==> config.mk <==
export PLATFORM = sky130hd
export DESIGN_NAME = button_event_arbiter
export DESIGN_NICKNAME = d
export VERILOG_FILES = /design/src/rtl/btn_arb_pkg.sv /design/src/rtl/button_event_arbiter_rr_picker.sv /design/src/rtl/button_event_arbiter.sv
export SDC_FILE = /design/constraint.sdc
export NUM_CORES = 1
export LEC_CHECK = 0
export CORE_ASPECT_RATIO = 1.2
export CORE_UTILIZATION = 45
export CTS_CLUSTER_SIZE = 25
export DETAILED_ROUTE_END_ITERATION = 10
export PLACE_DENSITY_LB_ADDON = 0.1
export SETUP_SLACK_MARGIN = 0.5
export SLEW_MARGIN = 20
export SYNTH_ARGS = -nofsm -noshare
export SYNTH_HDL_FRONTEND = slang
export SYNTH_SLANG_ARGS = --single-unit
==> constraint.sdc <==
create_clock -name clk -period 2.9 [get_ports clk]
set_clock_uncertainty 0.05 [all_clocks]
set_input_delay 0.435 -clock clk [delete_from_list [all_inputs] [get_ports clk]]
set_output_delay 0.435 -clock clk [all_outputs]
set_load 0.005 [all_outputs]
==> src/rtl/btn_arb_pkg.sv <==
`default_nettype none
// ============================================================================
//  Package  : btn_arb_pkg
//  Purpose  : Shared types and the round-robin pick function used by the
//             button event arbiter and its picker sub-module.
//  Contents : N_SRC_MAX     largest supported source count
//             IDX_MAX_W     index width for N_SRC_MAX sources
//             pick_t        {found, idx} result of a round-robin search
//             out_state_t   output-stage state (EMPTY / HOLD)
//             rr_pick()     first set pending bit at or after ptr, mod n
//  Revision : 1.0  initial release
// ============================================================================
package btn_arb_pkg;

   localparam int N_SRC_MAX = 16;
   localparam int IDX_MAX_W = 4;

   typedef struct packed {
      logic                 found;
      logic [IDX_MAX_W-1:0] idx;
   } pick_t;

   typedef enum logic [0:0] {
      ST_EMPTY = 1'b0,
      ST_HOLD  = 1'b1
   } out_state_t;

   // Searches ptr, ptr+1, ... wrapping at n. ptr is always < n and the
   // loop index k < n, so a single subtraction is enough to wrap.
   function automatic pick_t rr_pick(input logic [N_SRC_MAX-1:0] pending,
                                     input logic [IDX_MAX_W-1:0] ptr,
                                     input int                   n);
      pick_t r;
      int    j;
      r = '0;
      for (int k = 0; k < N_SRC_MAX; k++) begin
         if (k < n) begin
            j = int'(ptr) + k;
            if (j >= n) j = j - n;
            if (!r.found && pending[j]) begin
               r.found = 1'b1;
               r.idx   = IDX_MAX_W'(j);
            end
         end
      end
      return r;
   endfunction

endpackage : btn_arb_pkg
`default_nettype wire

==> src/rtl/button_event_arbiter_rr_picker.sv <==
`default_nettype none
// ============================================================================
//  Module   : rr_picker
//  Purpose  : Combinational round-robin selector: rotates the pending vector
//             to start at i_ptr and returns the first set source.
//  Ports    : i_pending  [N_SRC]  pending request bits
//             i_ptr      [IDX_W]  highest-priority source this cycle
//             o_found             at least one pending bit set
//             o_idx      [IDX_W]  index of the selected source
//  Revision : 1.0  initial release
// ============================================================================
module rr_picker
   import btn_arb_pkg::*;
#(
   parameter int N_SRC = 4,
   localparam int IDX_W = $clog2(N_SRC)
) (
   input  logic [N_SRC-1:0] i_pending,
   input  logic [IDX_W-1:0] i_ptr,
   output logic             o_found,
   output logic [IDX_W-1:0] o_idx
);

   logic [N_SRC_MAX-1:0] w_pending_ext;
   logic [IDX_MAX_W-1:0] w_ptr_ext;
   pick_t                w_pick;
   logic                 w_unused_idx_hi;

   // Widen to the package's fixed search width; unused upper sources are 0.
   always_comb begin
      w_pending_ext              = '0;
      w_pending_ext[N_SRC-1:0]   = i_pending;
      w_ptr_ext                  = '0;
      w_ptr_ext[IDX_W-1:0]       = i_ptr;
   end

   assign w_pick          = rr_pick(w_pending_ext, w_ptr_ext, N_SRC);
   assign o_found         = w_pick.found;
   assign o_idx           = w_pick.idx[IDX_W-1:0];
   // Upper index bits are always zero for N_SRC below the maximum.
   assign w_unused_idx_hi = &{1'b0, w_pick.idx};

endmodule : rr_picker
`default_nettype wire

==> src/rtl/button_event_arbiter.sv <==
`default_nettype none
// ============================================================================
//  Module   : button_event_arbiter
//  Purpose  : Serialises one-cycle press pulses from N_SRC debouncers into a
//             single valid/ready event stream carrying the source index.
//             Round-robin among simultaneous presses; a press on a source
//             that is already pending is dropped and flagged.
//  Config   : ARB_DROP_CNT_EN  adds the saturating drop_cnt output.
//  Ports    : clk        system clock
//             rst        synchronous active-high reset
//             pulse      [N_SRC]  press pulses, bit i = source i
//             evt_valid           event available
//             evt_idx    [IDX_W]  source index of presented event
//             evt_ready           consumer accept
//             overflow            sticky drop flag
//             ovf_clr             clears overflow / drop_cnt
//             drop_cnt   [DROP_W] saturating drop count (ARB_DROP_CNT_EN)
//  Revision : 1.0  initial release
// ============================================================================
module button_event_arbiter
   import btn_arb_pkg::*;
#(
   parameter int N_SRC  = 4,
   parameter int DROP_W = 8
) (
   input  logic                     clk,
   input  logic                     rst,
   input  logic [N_SRC-1:0]         pulse,
   output logic                     evt_valid,
   output logic [$clog2(N_SRC)-1:0] evt_idx,
   input  logic                     evt_ready,
   output logic                     overflow,
`ifdef ARB_DROP_CNT_EN
   output logic [DROP_W-1:0]        drop_cnt,
`endif
   input  logic                     ovf_clr
);

   localparam int IDX_W = $clog2(N_SRC);

   out_state_t       r_state;
   logic [N_SRC-1:0] r_pending;
   logic [IDX_W-1:0] r_evt_idx;
   logic [IDX_W-1:0] r_rr_ptr;
   logic             r_overflow;

   logic             w_found;
   logic [IDX_W-1:0] w_win;
   logic             w_load;
   logic [N_SRC-1:0] w_win_mask;
   logic [N_SRC-1:0] w_drop;
   logic [IDX_W-1:0] w_ptr_next;

   rr_picker #(
      .N_SRC     (N_SRC)
   ) u_picker (
      .i_pending (r_pending),
      .i_ptr     (r_rr_ptr),
      .o_found   (w_found),
      .o_idx     (w_win)
   );

   // The output register can take a new event when empty or being drained.
   assign w_load     = ((r_state == ST_EMPTY) || evt_ready) && w_found;
   assign w_win_mask = w_load ? (N_SRC'(1) << w_win) : '0;
   // A pulse on the source being loaded this edge is a fresh press, not a drop.
   assign w_drop     = pulse & r_pending & ~w_win_mask;
   assign w_ptr_next = (w_win == IDX_W'(N_SRC - 1)) ? '0 : w_win + 1'b1;

   // Output stage: EMPTY presents nothing, HOLD presents r_evt_idx.
   always_ff @(posedge clk) begin
      if (rst) begin
         r_state   <= ST_EMPTY;
         r_evt_idx <= '0;
         r_rr_ptr  <= '0;
      end else begin
         case (r_state)
            ST_EMPTY: begin
               if (w_load) begin
                  r_state   <= ST_HOLD;
                  r_evt_idx <= w_win;
                  r_rr_ptr  <= w_ptr_next;
               end
            end
            ST_HOLD: begin
               if (w_load) begin
                  r_evt_idx <= w_win;
                  r_rr_ptr  <= w_ptr_next;
               end else if (evt_ready) begin
                  r_state   <= ST_EMPTY;
               end
            end
            default: r_state <= ST_EMPTY;
         endcase
      end
   end

   always_ff @(posedge clk) begin
      if (rst) begin
         r_pending <= '0;
      end else begin
         r_pending <= (r_pending & ~w_win_mask) | pulse;
      end
   end

   // A drop on the same edge as a clear leaves the flag set.
   always_ff @(posedge clk) begin
      if (rst) begin
         r_overflow <= 1'b0;
      end else if (|w_drop) begin
         r_overflow <= 1'b1;
      end else if (ovf_clr) begin
         r_overflow <= 1'b0;
      end
   end

   assign evt_valid = (r_state == ST_HOLD);
   assign evt_idx   = r_evt_idx;
   assign overflow  = r_overflow;

`ifdef ARB_DROP_CNT_EN
   localparam int SUM_W = DROP_W + 5;

   logic [DROP_W-1:0] r_drop_cnt;
   logic [4:0]        w_drop_num;
   logic [SUM_W-1:0]  w_drop_sum;

   // Each dropping source counts individually.
   always_comb begin
      w_drop_num = '0;
      for (int i = 0; i < N_SRC; i++) begin
         w_drop_num = w_drop_num + 5'(w_drop[i]);
      end
   end

   // Clear restarts from zero but still counts drops on the same edge.
   assign w_drop_sum = (ovf_clr ? '0 : SUM_W'(r_drop_cnt)) + SUM_W'(w_drop_num);

   always_ff @(posedge clk) begin
      if (rst) begin
         r_drop_cnt <= '0;
      end else if (w_drop_sum > SUM_W'({DROP_W{1'b1}})) begin
         r_drop_cnt <= '1;
      end else begin
         r_drop_cnt <= w_drop_sum[DROP_W-1:0];
      end
   end

   assign drop_cnt = r_drop_cnt;
`else
   logic [DROP_W-1:0] w_unused_drop_cnt;
   assign w_unused_drop_cnt = '0;
`endif

endmodule : button_event_arbiter
`default_nettype wire
* Word level (Yosys, flattened, before mapping)
Index checks and enable logic that the tools add are counted.
Word-level totals: register bits after elaboration 10, input bits 8, output and inout bits 4, logic and storage cells 69
Cells by class: $add $sub $neg 8, $lt $le $gt $ge 8, equality and inequality tests 1, shifts and indexed selects 1, mux-type cells 30, bitwise operators 6, reduce and logical (&&, ||, !) cells 10
Operator list (number):
- 32-bit by 6-bit < comparator with 1-bit output (second input constant) | 4
- 32-bit 2-to-1 mux | 4
- 32-bit by 4-bit >= comparator with 1-bit output (second input constant) | 3
- 32-bit by 4-bit subtractor with 32-bit output (second input constant) | 3
- 5-bit 2-to-1 mux | 4
- 1-bit binary-select mux with 4-bit select | 4
- 1-bit 2-to-1 mux | 13
- 4-bit bitwise AND | 3
- 2-bit by 2-bit adder with 3-bit output (second input constant) | 2
- 2-bit 2-to-1 mux | 3
- 1-bit logical AND | 4
- 4-bit 2-to-1 mux | 1
- 4-bit inverter | 1
- 4-bit OR | 1
- 4-bit OR reduction | 1
- 1-bit by 2-bit << shifter with 4-bit output (first input constant) | 1
- 2-bit by 3-bit subtractor with 4-bit output (second input constant) | 1
- 2-bit by 1-bit adder with 3-bit output (second input constant) | 1
- 2-bit by 3-bit >= comparator with 1-bit output (second input constant) | 1
- 1-bit logical NOT | 3
- 2-bit by 1-bit adder with 2-bit output (second input constant) | 1
- 2-bit == test (second input constant) | 1
- 1-bit case mux with 2 select lines | 1
- 2-bit nonzero test | 1
- other kinds (2) | 2

* Logic depth before layout (Yosys ltp)
Gate-level depths: netlist (run 1).
word-level depth 21, depth in mapped cells 13, mapped depth without buffers 11

* By module
From an unflattened synthesis (run 1), not the netlist that was laid out.
Unflattened totals: cell total of the unflattened synthesis 91, area total of the unflattened synthesis 773.2 µm²
Modules (own cells, without submodules):
- button_event_arbiter | instances 1, cells each 53, area each 456.7 µm², sequential area each 200.2 µm²
- rr_picker | instances 1, cells each 38, area each 316.6 µm², sequential area each 0.0 µm²

* Worst setup path before layout (run 1)
Ideal clock, no wire load.
path type register to register, from register r_rr_ptr[0], to register r_overflow (netlist: overflow), setup time 125 ps, arrival time 2646 ps, data required time 2725 ps, setup slack 79 ps, stages on the path, launching flop included 14, buffers on the path 2, clock period less this slack 2821 ps, cell sequence dfxtp_1 > buf_6 > buf_8 > inv_1 > ha_1 > inv_1 > or3_1 > a221oi_4 > o21ai_0 > o21ai_0 > ha_1 > a21oi_1 > o21ai_0 > a31oi_1
Between the ends: longest elaborated chain between the ends 21, elaborated cells between the ends (all ways) 45, classes of those cells add/sub: 7; order compare: 4; shift: 1; mux: 22; bitwise: 2; reduce/logical: 9
Ends and longest elaborated chain:
- start, declared | line button_event_arbiter.sv:44 | logic [IDX_W-1:0] r_rr_ptr;
- start signal, assigned | line button_event_arbiter.sv:82 | r_rr_ptr <= w_ptr_next;
- start signal, assigned | line button_event_arbiter.sv:88 | r_rr_ptr <= w_ptr_next;
- parallel branches: the longest is 14 deep, another holds 32-bit by 4-bit subtractor with 32-bit output
- 5-bit 2-to-1 mux (*) | line btn_arb_pkg.sv:40 | if (!r.found && pending[j]) begin
- 1-bit by 2-bit << shifter with 4-bit output or 1-bit logical AND (tied branches) | line button_event_arbiter.sv:65, button_event_arbiter.sv:64
- 4-bit 2-to-1 mux (*) | line button_event_arbiter.sv:65 | assign w_win_mask = w_load ? (N_SRC'(1) << w_win) : '0;
- 4-bit inverter (*) | line button_event_arbiter.sv:67 | assign w_drop = pulse & r_pending & ~w_win_mask;
- 4-bit bitwise AND (*) | line button_event_arbiter.sv:67
- 4-bit OR reduction (*) | line button_event_arbiter.sv:110 | end else if (|w_drop) begin
- 1-bit 2-to-1 mux or 2-bit nonzero test (tied branches)
- end signal, assigned | line button_event_arbiter.sv:109 | r_overflow <= 1'b0;
- end signal, assigned | line button_event_arbiter.sv:111 | r_overflow <= 1'b1;
- end signal, assigned | line button_event_arbiter.sv:113 | r_overflow <= 1'b0;
- end, declared | line button_event_arbiter.sv:45 | logic r_overflow;
Every way passes the cells marked *. The select of a mux whose other input is x is not followed. A chain may end at the register's enable or synchronous reset.

* Final worst setup path (run 1)
from register r_rr_ptr[0], to register r_overflow (netlist: overflow)
Between the ends: longest elaborated chain between the ends 21, elaborated cells between the ends (all ways) 45, classes of those cells add/sub: 7; order compare: 4; shift: 1; mux: 22; bitwise: 2; reduce/logical: 9
Ends and longest elaborated chain:
- parallel branches: the longest is 14 deep, another holds 32-bit by 4-bit subtractor with 32-bit output
- 5-bit 2-to-1 mux (*) | line btn_arb_pkg.sv:40
- net u_picker.o_idx[0] | line button_event_arbiter_rr_picker.sv:21 | output logic [IDX_W-1:0] o_idx
- 1-bit by 2-bit << shifter with 4-bit output (*) | line button_event_arbiter.sv:65
- 4-bit 2-to-1 mux (*) | line button_event_arbiter.sv:65
- 4-bit inverter (*) | line button_event_arbiter.sv:67
- 4-bit bitwise AND (*) | line button_event_arbiter.sv:67
- 4-bit OR reduction (*) | line button_event_arbiter.sv:110
- 1-bit 2-to-1 mux or 2-bit nonzero test (tied branches)
Mark *: on every way through the listed nets, which the timed path passes. The select of a mux whose other input is x is not followed.

==> results of run 1 <==
==> synth_stat cells (all sizes together) (3+ instances only) <==
| cell type | n |
|---|---|
| a21oi | 4 |
| a311oi | 3 |
| buf | 3 |
| dfxtp | 10 |
| ha | 9 |
| inv | 10 |
| mux2i | 6 |
| nand2 | 4 |
| nor2 | 8 |
| nor3 | 3 |
| o21ai | 5 |
| or3 | 4 |
==> worst max-delay path, stage by stage, from the launching register on <==
cell and delay, ps:
dfxtp_4 410, inv_4 50, ha_4 230, or3_4 420, a221oi_4 370, a21o_1 150
o21a_1 150, ha_2 190, nand2_2 60, o211ai_1 160, a31oi_1 100
==> final timing paths <==
| path | from | end | slack (ps) | cells after the start |
|---|---|---|---|---|
| min | evt_idx[1] | evt_idx[1] | 460 | 2 |
| max reg2reg | r_rr_ptr[0] | overflow | 430 | 10 |
| min reg2reg | evt_idx[1] | evt_idx[1] | 460 | 2 |
| max | r_rr_ptr[0] | overflow | 430 | 10 |
==> cells by family after synthesis <==
family                     Yosys count  synth area share
buffers and inverters               13            0.0761
adders and majority gates            9             0.124
DFF                                 10             0.221
AOI/OAI and AO/OA                   33             0.322
muxes                                8            0.0954
and+or+nand+nor                     27             0.160
==> layer usage <==
metal | vias to the layer above | track usage | part of all wire | wire (um)
met5 | - | 0 | 0 | 0
met4 | 0 | 0.126 | 0.017 | 40
met3 | 4 | 0.0353 | 0.026 | 61
met2 | 22 | 0.374 | 0.54 | 1250
met1 | 417 | 0.270 | 0.42 | 983
li1 | 438 | - | - | -
==> where the power goes <==
| part | leakage [nW] | internal, W | switching [W] |
|---|---|---|---|
| Clock | 0.0210 | 0.0000765 | 0.0000564 |
| Combinational | 0.415 | 0.000557 | 0.000494 |
| Sequential | 0.0846 | 0.000186 | 0.0000600 |
| Total | 0.521 | 0.000819 | 0.000610 |
==> what timing repair did <==
item                       in CTS  in global routing
pin swaps                       9                  8
hold buffers                    0                  0
gates resized for setup        12                 11
setup endpoints to repair       6                  6
buffers inserted               15                  0
hold endpoints to repair        0                  0
==> sequential cells by signal, summed over array words and instances, names as in the netlist <==
signal	count
evt_valid	1
r_rr_ptr	2
evt_idx	2
overflow	1
r_pending	4
==> final cells by class <==
type,instances,area [sq um]
Clock buffer,4,36.3
Fill cell,136,563
Inverter,10,45.0
Multi-Input combinational cell,77,734
Sequential cell,10,208
Tap cell,19,23.8
Timing Repair Buffer,28,262
==> metrics by stage <==
step | power, W | worst slack, ps | hold slack [ps]
finish | 0.00143 | 432 | 455
global route | 0.00152 | 337 | 530
CTS | 0.00135 | 437 | 461
detailed placement | 0.00103 | 268 | 449
global placement | 0.00103 | 306 | 468
floorplan | 0.000864 | 390 | 444
==> impl_results.md, run 1 <==
* CTS clk-pin slew, worst paths at 80 ps
* Tot GR Track Use at 0.224
* Clock root cell: clkbuf_4
* Placed cells at 129
* Synth area leader: dfxtp_1
* Via count at 881
* Die height at 51.1 um
* Measured slew at the worst slew-check pin at 572 ps
* CP Launch Type: flop
* Post-synth top area share at 0.221
* H-tree Lvls at 1
* # rows at 17
* Top FF cell, synth: dfxtp_1
* Post-route setup TNS at 0 ps
* Number of diodes at 0
* DIE AREA at 2190 sq um
* CTS max path bufs at 2
* Synth Warn # at 0
* Leakage at 0.521 nW
* Nets at 147
* Kind of end point of the critical path: flop
* Commonest cells after routing, fill and taps aside: 13 x buf_4, 11 x clkdlybuf4s50_1, 8 x nor2_1, 8 x dfxtp_1, 7 x inv_1
* Final Cycle Share at 0.851
* Syn Nets at 117
* Die X at 42.9 um
* Max_slew headroom at 0.618
* Maxcap violations at 0
* First-pass GRT wire length at 3700 um
* Arr. time, crit path at 2580 ps
* Hold Path Class: flop to flop
* Drt drc at 0
* DP HPWL at 1560 um
* Synth async-reset ratio at 0
* DRT iter0 DRCs at 21
* Post-synth EDFFs at 0
* Vias in the first global route at 846
* Max VDD drop at 0.650 mV
* CP Data Required Time at 3010 ps
* Initial antenna violation count at 0
* Unique masters post-synth at 42
* P per Cell Area at 1090 nW/um^2
* Routed len/inst at 15.8 um
* Register area share after synthesis at 0.221
* Syn Std Cell Area at 905 sq um
* Ratio of cells with drive above 1 in the final layout at 0.434
* Gpl congestion at 0.824
* IO buf count at 11
* Ranking of synthesized cells by area: dfxtp_1 22%, ha_1 12%, mux2i_1 5.5%
* Syn Inst Count at 100
* Final Non-Filler Cells at 148
* RSZ-0062 raised after global routing: yes
* Via-to-Cell Ratio at 5.95
* Critical path type: flop to flop
* Final Hold Fails at 0
* Global route overflow at 0
* Status: complete, no violations
* Clk_lat worst skew at 280 ps
* Final setup viols at 0
* FMAX at 405 MHz
* Period minus WS final at 2470 ps
* Largest net degree at the start of global routing at 13
* Top-Level Pins at 12
* Core Util, Final at 0.699
* Initial Util at 0.483
* Number of CTS-inserted buffers at 3
* Register bit total from synthesis at 10
* DRT Pass-1 Iters at 4
* Routed Antenna Nets at 0
* Average size of a mapped cell at 9.05 sq um
* Final wirelength at 2340 um
* Post-route cell area at 1310 sq um
* TritonCTS clock tree: built
* Post-DP Area at 1060 sq um
* Max-slew violation count at 0
* Most common cell after layout, fill and taps aside: buf_4
* Worst-path fanout max at 7
* P&R area growth vs syn at 44.7%
* Count of clock tree sinks at 10
* CORE AREA at 1870 sq um
Note: power is estimated with default switching activity, not from simulation.
==> inputs of run 2 (changes only) <==
Settings changed: ABC_CLOCK_PERIOD_IN_PS set to 2300.
Clock period 2.9 ns to 2.3 ns, I/O delays scaled along.
==> impl_results.md, run 2 (synthesized netlist as in run 1, its figures left out) <==
* Max VDD drop at 0.917 mV (+41%)
* Measured slew at the worst slew-check pin at 600 ps (+27.7 ps)
* Clock root cell: clkbuf_4
* TritonCTS clock tree: built
* Ratio of cells with drive above 1 in the final layout at 0.490 (+0.0554)
* Global route overflow at 0 (unchanged)
* CP Data Required Time at 2390 ps (-620 ps)
* Status: finished with violations
* FMAX at 419 MHz (+3.5%)
* Worst-path fanout max at 5 (-2)
* Number of CTS-inserted buffers at 3 (unchanged)
* IO buf count at 11 (unchanged)
* Failing checks: negative setup slack
* P per Cell Area at 1370 nW/um^2 (+26%)
* Post-DP Area at 1240 sq um (+17%)
* P&R area growth vs syn at 56.6%
* Max-slew violation count at 0 (unchanged)
* Period minus WS final at 2380 ps (-83.2 ps)
* Commonest cells after routing, fill and taps aside: 30 x buf_4, 11 x clkdlybuf4s50_1, 8 x dfxtp_1
* DIE AREA at 2190 sq um (unchanged)
* Final Hold Fails at 0 (unchanged)
* Top-Level Pins at 12 (unchanged)
* Via count at 943 (+7.0%)
* Tot GR Track Use at 0.250 (+0.0262)
* Routed len/inst at 14.7 um (-7.3%)
* CP cell instances: buf_12, mux2i_2, or3_4, a221oi_4, a21o_1, o21a_1, ha_1, nand2_1, o211ai_1, a31oi_1
* Routed Antenna Nets at 0 (unchanged)
* CP Launch Type: flop
* Final wirelength at 2380 um (+1.5%)
* H-tree Lvls at 1 (unchanged)
* DRT iter0 DRCs at 18 (-14%)
* Gpl congestion at 0.834 (+1.3%)
* Initial Util at 0.483 (unchanged)
* Hold Worst Slack at 458 ps (+3.01 ps)
* Final setup viols at 2 (+2)
* Final Cycle Share at 1.04 (+0.186)
* Post-route cell area at 1420 sq um (+8.2%)
* Initial antenna violation count at 0 (unchanged)
* Register with the most flip-flops: r_pending
* # rows at 17 (unchanged)
* Nets at 162 (+10%)
* Max_slew headroom at 0.599 (-0.0185)
* CTS clk-pin slew, worst paths at 70 ps (about the same)
* Critical-path cell with the highest stage delay: or3_4
* Die height at 51.1 um (unchanged)
* CORE AREA at 1870 sq um (unchanged)
* Drt drc at 0 (unchanged)
* Arr. time, crit path at 2480 ps (-100 ps)
* Critical path type: flop to flop
* Via-to-Cell Ratio at 5.82 (-2.2%)
* Largest stage delay, worst path at 430 ps (about the same)
* Pre-CTS WS at -279 ps (-547 ps)
* Number of diodes at 0 (unchanged)
* Kind of end point of the critical path: flop
* Count of clock tree sinks at 10 (unchanged)
* Maxcap violations at 0 (unchanged)
* Clk_lat worst skew at 260 ps (-20 ps)
* Largest net degree at the start of global routing at 12 (-1)
* Die X at 42.9 um (unchanged)
* Hold Path Class: flop to flop
* RSZ-0062 raised after global routing: yes
* Final worst setup slack at -84.6 ps (-517 ps)
* Post-layout power at 0.00194 W (+36%)
* Max reg flops at 4 (unchanged)
* Most common cell after layout, fill and taps aside: buf_4
* Leakage at 0.601 nW (+15%)
* CTS max path bufs at 2 (unchanged)
* DP HPWL at 1860 um (+19%)
* Top cell family by delay on the critical path: compound AO/OA/AOI/OAI gates
* DRT Pass-1 Iters at 6 (+2)
* Number of buffers and inverters on the critical path at 1 (unchanged)
* Vias in the first global route at 979 (+16%)
* Hold buffer count at CTS at 0 (unchanged)
* First-pass GRT wire length at 4220 um (+14%)
-- run 2: cell types whose count changed in the layout (fill, tap and decap cells not counted), sizes merged --
cell	previous run	this run
buf	17	32
clkbuf	4	3
-- run 2: layout make-up --
type | instances | area, sq um
clock buffers | 3 | 22.5
fillers | 140 | 455
inverters | 10 | 42.5
multi-input cells | 77 | 753
flip-flops and latches | 10 | 208
well taps | 19 | 23.8
repair buffers | 43 | 367
-- run 2: layer usage --
layer | vias to the layer above | share of wire | GRT usage
met5 | - | 0 | 0
met4 | 0 | 0.032 | 0.152
met3 | 10 | 0.025 | 0.0177
met2 | 21 | 0.53 | 0.442
met1 | 450 | 0.42 | 0.289
li1 | 462 | - | -
-- run 2: final timing paths --
check                   start         end  slack (ps)  cells past startpoint
setup / recovery  r_rr_ptr[0]    overflow         -80                     10
hold / removal     evt_idx[1]  evt_idx[1]         460                      2
setup reg to reg  r_rr_ptr[0]    overflow         -80                     10
hold reg to reg    evt_idx[1]  evt_idx[1]         460                      2
-- run 2: per-stage QoR --
step,TNS (ps),instances,util
global route,-915,162,0.757
floorplan,-611,100,-
finish,-123,162,0.757
detailed placement,-801,151,0.665
global placement,-583,151,0.665
CTS,-147,157,0.721
-- run 2: report_power, final --
group          internal [W]  leakage, nW  switching, W
clock             0.0000603       0.0138     0.0000583
sequential         0.000234       0.0846     0.0000450
combinational      0.000846        0.502      0.000699
total               0.00114        0.601      0.000803
-- run 2: worst reg2reg max path, cell delays in order, from the launching register on --
cell and delay, ps:
dfxtp_4 370, buf_12 130, mux2i_2 170, or3_4 430, a221oi_4 320, a21o_1 150
o21a_1 140, ha_1 150, nand2_1 60, o211ai_1 180, a31oi_1 100
-- run 2: repair_timing --
action,4_1_cts,5_1_grt
gates resized for setup,11,6
hold endpoints to repair,0,0
setup endpoints to repair,10,10
pin swaps,9,7
setup buffers,3,5
==> inputs of run 3 (changes only) <==
Settings changed: CORE_UTILIZATION 45 to 53, CTS_CLUSTER_DIAMETER set to 50.
==> impl_results.md, run 3 (synthesized netlist as in run 1, its figures left out) <==
* DRT Pass-1 Iters at 4 (-2)
* Most common cell after layout, fill and taps aside: buf_4
* Met3 Use GR at 0.0427 (+0.0250)
* Drt drc at 0 (unchanged)
* Die height at 47.3 um (-7.6%)
* Routed len/inst at 16.6 um (+13%)
* Tot GR Track Use at 0.306 (+0.0561)
* Failing checks: negative setup slack
* Core Util, Final at 0.870 (+0.113)
* CP Data Required Time at 2400 ps (about the same)
* Register with the most flip-flops: r_pending
* Hold buffer count at CTS at 0 (unchanged)
* Worst-path fanout max at 5 (unchanged)
* M1 GR Usage at 0.373 (+0.0834)
* Ratio of cells with drive above 1 in the final layout at 0.490 (unchanged)
* CP Launch Type: flop
* H-tree Lvls at 1 (unchanged)
* Vias in the first global route at 871 (-11%)
* GRT met2 Usage at 0.525 (+0.0827)
* Top-Level Pins at 12 (unchanged)
* Final worst setup slack at -175 ps (-90.8 ps)
* Maxcap violations at 0 (unchanged)
* TritonCTS clock tree: built
* Final Hold Fails at 0 (unchanged)
* IO buf count at 11 (unchanged)
* Storage element area at 205 sq um (-1.2%)
* Arr. time, crit path at 2570 ps (+90 ps)
* DRT iter0 DRCs at 22 (+4)
* Critical-path cell with the highest stage delay: dfxtp_4
* CTS max path bufs at 2 (unchanged)
* Largest net degree at the start of global routing at 12 (unchanged)
* First-pass GRT wire length at 3840 um (-8.8%)
* Via-to-Cell Ratio at 5.85 (+0.51%)
* FMAX at 404 MHz (-3.7%)
* Post-layout power at 0.00199 W (+2.2%)
* Via count at 942 (-0.11%)
* Status: finished with violations
* Max VDD drop at 1.07 mV (+16%)
* Kind of end point of the critical path: flop
* DIE AREA at 1880 sq um (-14%)
* Leakage at 0.602 nW (+0.32%)
* CTS clk-pin slew, worst paths at 70 ps (about the same)
* Max reg flops at 4 (unchanged)
* Measured slew at the worst slew-check pin at 530 ps (-70.1 ps)
* Routed Antenna Nets at 0 (unchanged)
* Reg2Reg Setup Slack at -180 ps (-90 ps)
* Max-slew violation count at 0 (unchanged)
* Final wirelength at 2680 um (+13%)
* Gpl congestion at 0.812 (-2.7%)
* Critical path type: flop to flop
* CP cell instances: inv_4, ha_4, inv_4, or3_4, a221oi_4, a21o_1, o21a_1, ha_2, nand2_1, a31oi_1, a31oi_1
* Number of CTS-inserted buffers at 3 (unchanged)
* Clk_lat worst skew at 260 ps (about the same)
* P per Cell Area at 1410 nW/um^2 (+2.7%)
* Placed cells at 151 (unchanged)
* Final Cycle Share at 1.08 (+0.0395)
* P&R area growth vs syn at 55.9%
* Gr busiest metal: met2
* Number of diodes at 0 (unchanged)
* Final setup viols at 5 (+3)
* Initial Util at 0.558 (+0.0746)
* Max_slew headroom at 0.646 (+0.0468)
* Multi-input gate area at 752 sq um (-0.17%)
* Commonest cells after routing, fill and taps aside: 28 x buf_4, 11 x clkdlybuf4s50_1, 8 x dfxtp_1
* Hold Path Class: flop to flop
* Initial antenna violation count at 0 (unchanged)
* Die X at 39.7 um (-7.5%)
* Largest stage delay, worst path at 390 ps (-40 ps)
* CORE AREA at 1620 sq um (-13%)
* DP HPWL at 1760 um (-5.4%)
* RSZ-0062 raised after global routing: yes
* Nets at 162 (unchanged)
* Count of clock tree sinks at 10 (unchanged)
* Clock root cell: clkbuf_4
* Final Non-Filler Cells at 161 (-0.62%)
* Period minus WS final at 2480 ps (+90.8 ps)
* Global route overflow at 0 (unchanged)
* Fillers at 95 (-32%)
* # rows at 16 (-1)
## run 3: what timing repair did
item,4_1_cts,5_1_grt
pin swaps,12,6
resized for setup,14,6
setup endpoints to repair,10,10
endpoints found under the hold margin,0,0
setup buffers,4,3
## run 3: layout make-up
type                       count  area share
inverter                      10      0.0302
timing repair buffer          43       0.259
tap                           18      0.0160
sequential                    10       0.146
clock buffer                   3      0.0160
multi-input combinational     77       0.533
## run 3: report_power, final
group	leakage, nW	switching (W)	internal [W]
registers	0.0843	0.0000434	0.000232
logic	0.504	0.000736	0.000853
clock network	0.0138	0.0000610	0.0000605
## run 3: critical path: cells and delay by family, from the launching register on
kind	cells	cell delay [ps]
buffers and inverters	2	100
adders and majority gates	2	510
AOI/OAI and AO/OA	5	910
and+or+nand+nor	2	410
DFF	1	390
## run 3: metal layers
| layer | part of all wire | vias to the layer above |
|---|---|---|
| met5 | 0 | - |
| met4 | 0.0064 | 0 |
| met3 | 0.014 | 2 |
| met2 | 0.55 | 19 |
| met1 | 0.43 | 455 |
| li1 | - | 466 |
## run 3: final timing paths
path              depth (start not counted)         end         from
setup / recovery                         11    overflow  r_rr_ptr[0]
setup reg to reg                         11    overflow  r_rr_ptr[0]
hold / removal                            2  evt_idx[1]   evt_idx[1]
hold reg to reg                           2  evt_idx[1]   evt_idx[1]
## run 3: per-stage QoR
step	instance area (sq um)	hold slack [ps]	setup slack (ps)	TNS, ps
global placement	1250	435	-157	-348
detailed placement	1250	450	-201	-408
floorplan	962	424	-210	-611
global route	1410	528	-359	-1240
finish	1410	493	-175	-466
CTS	1360	490	-114	-227
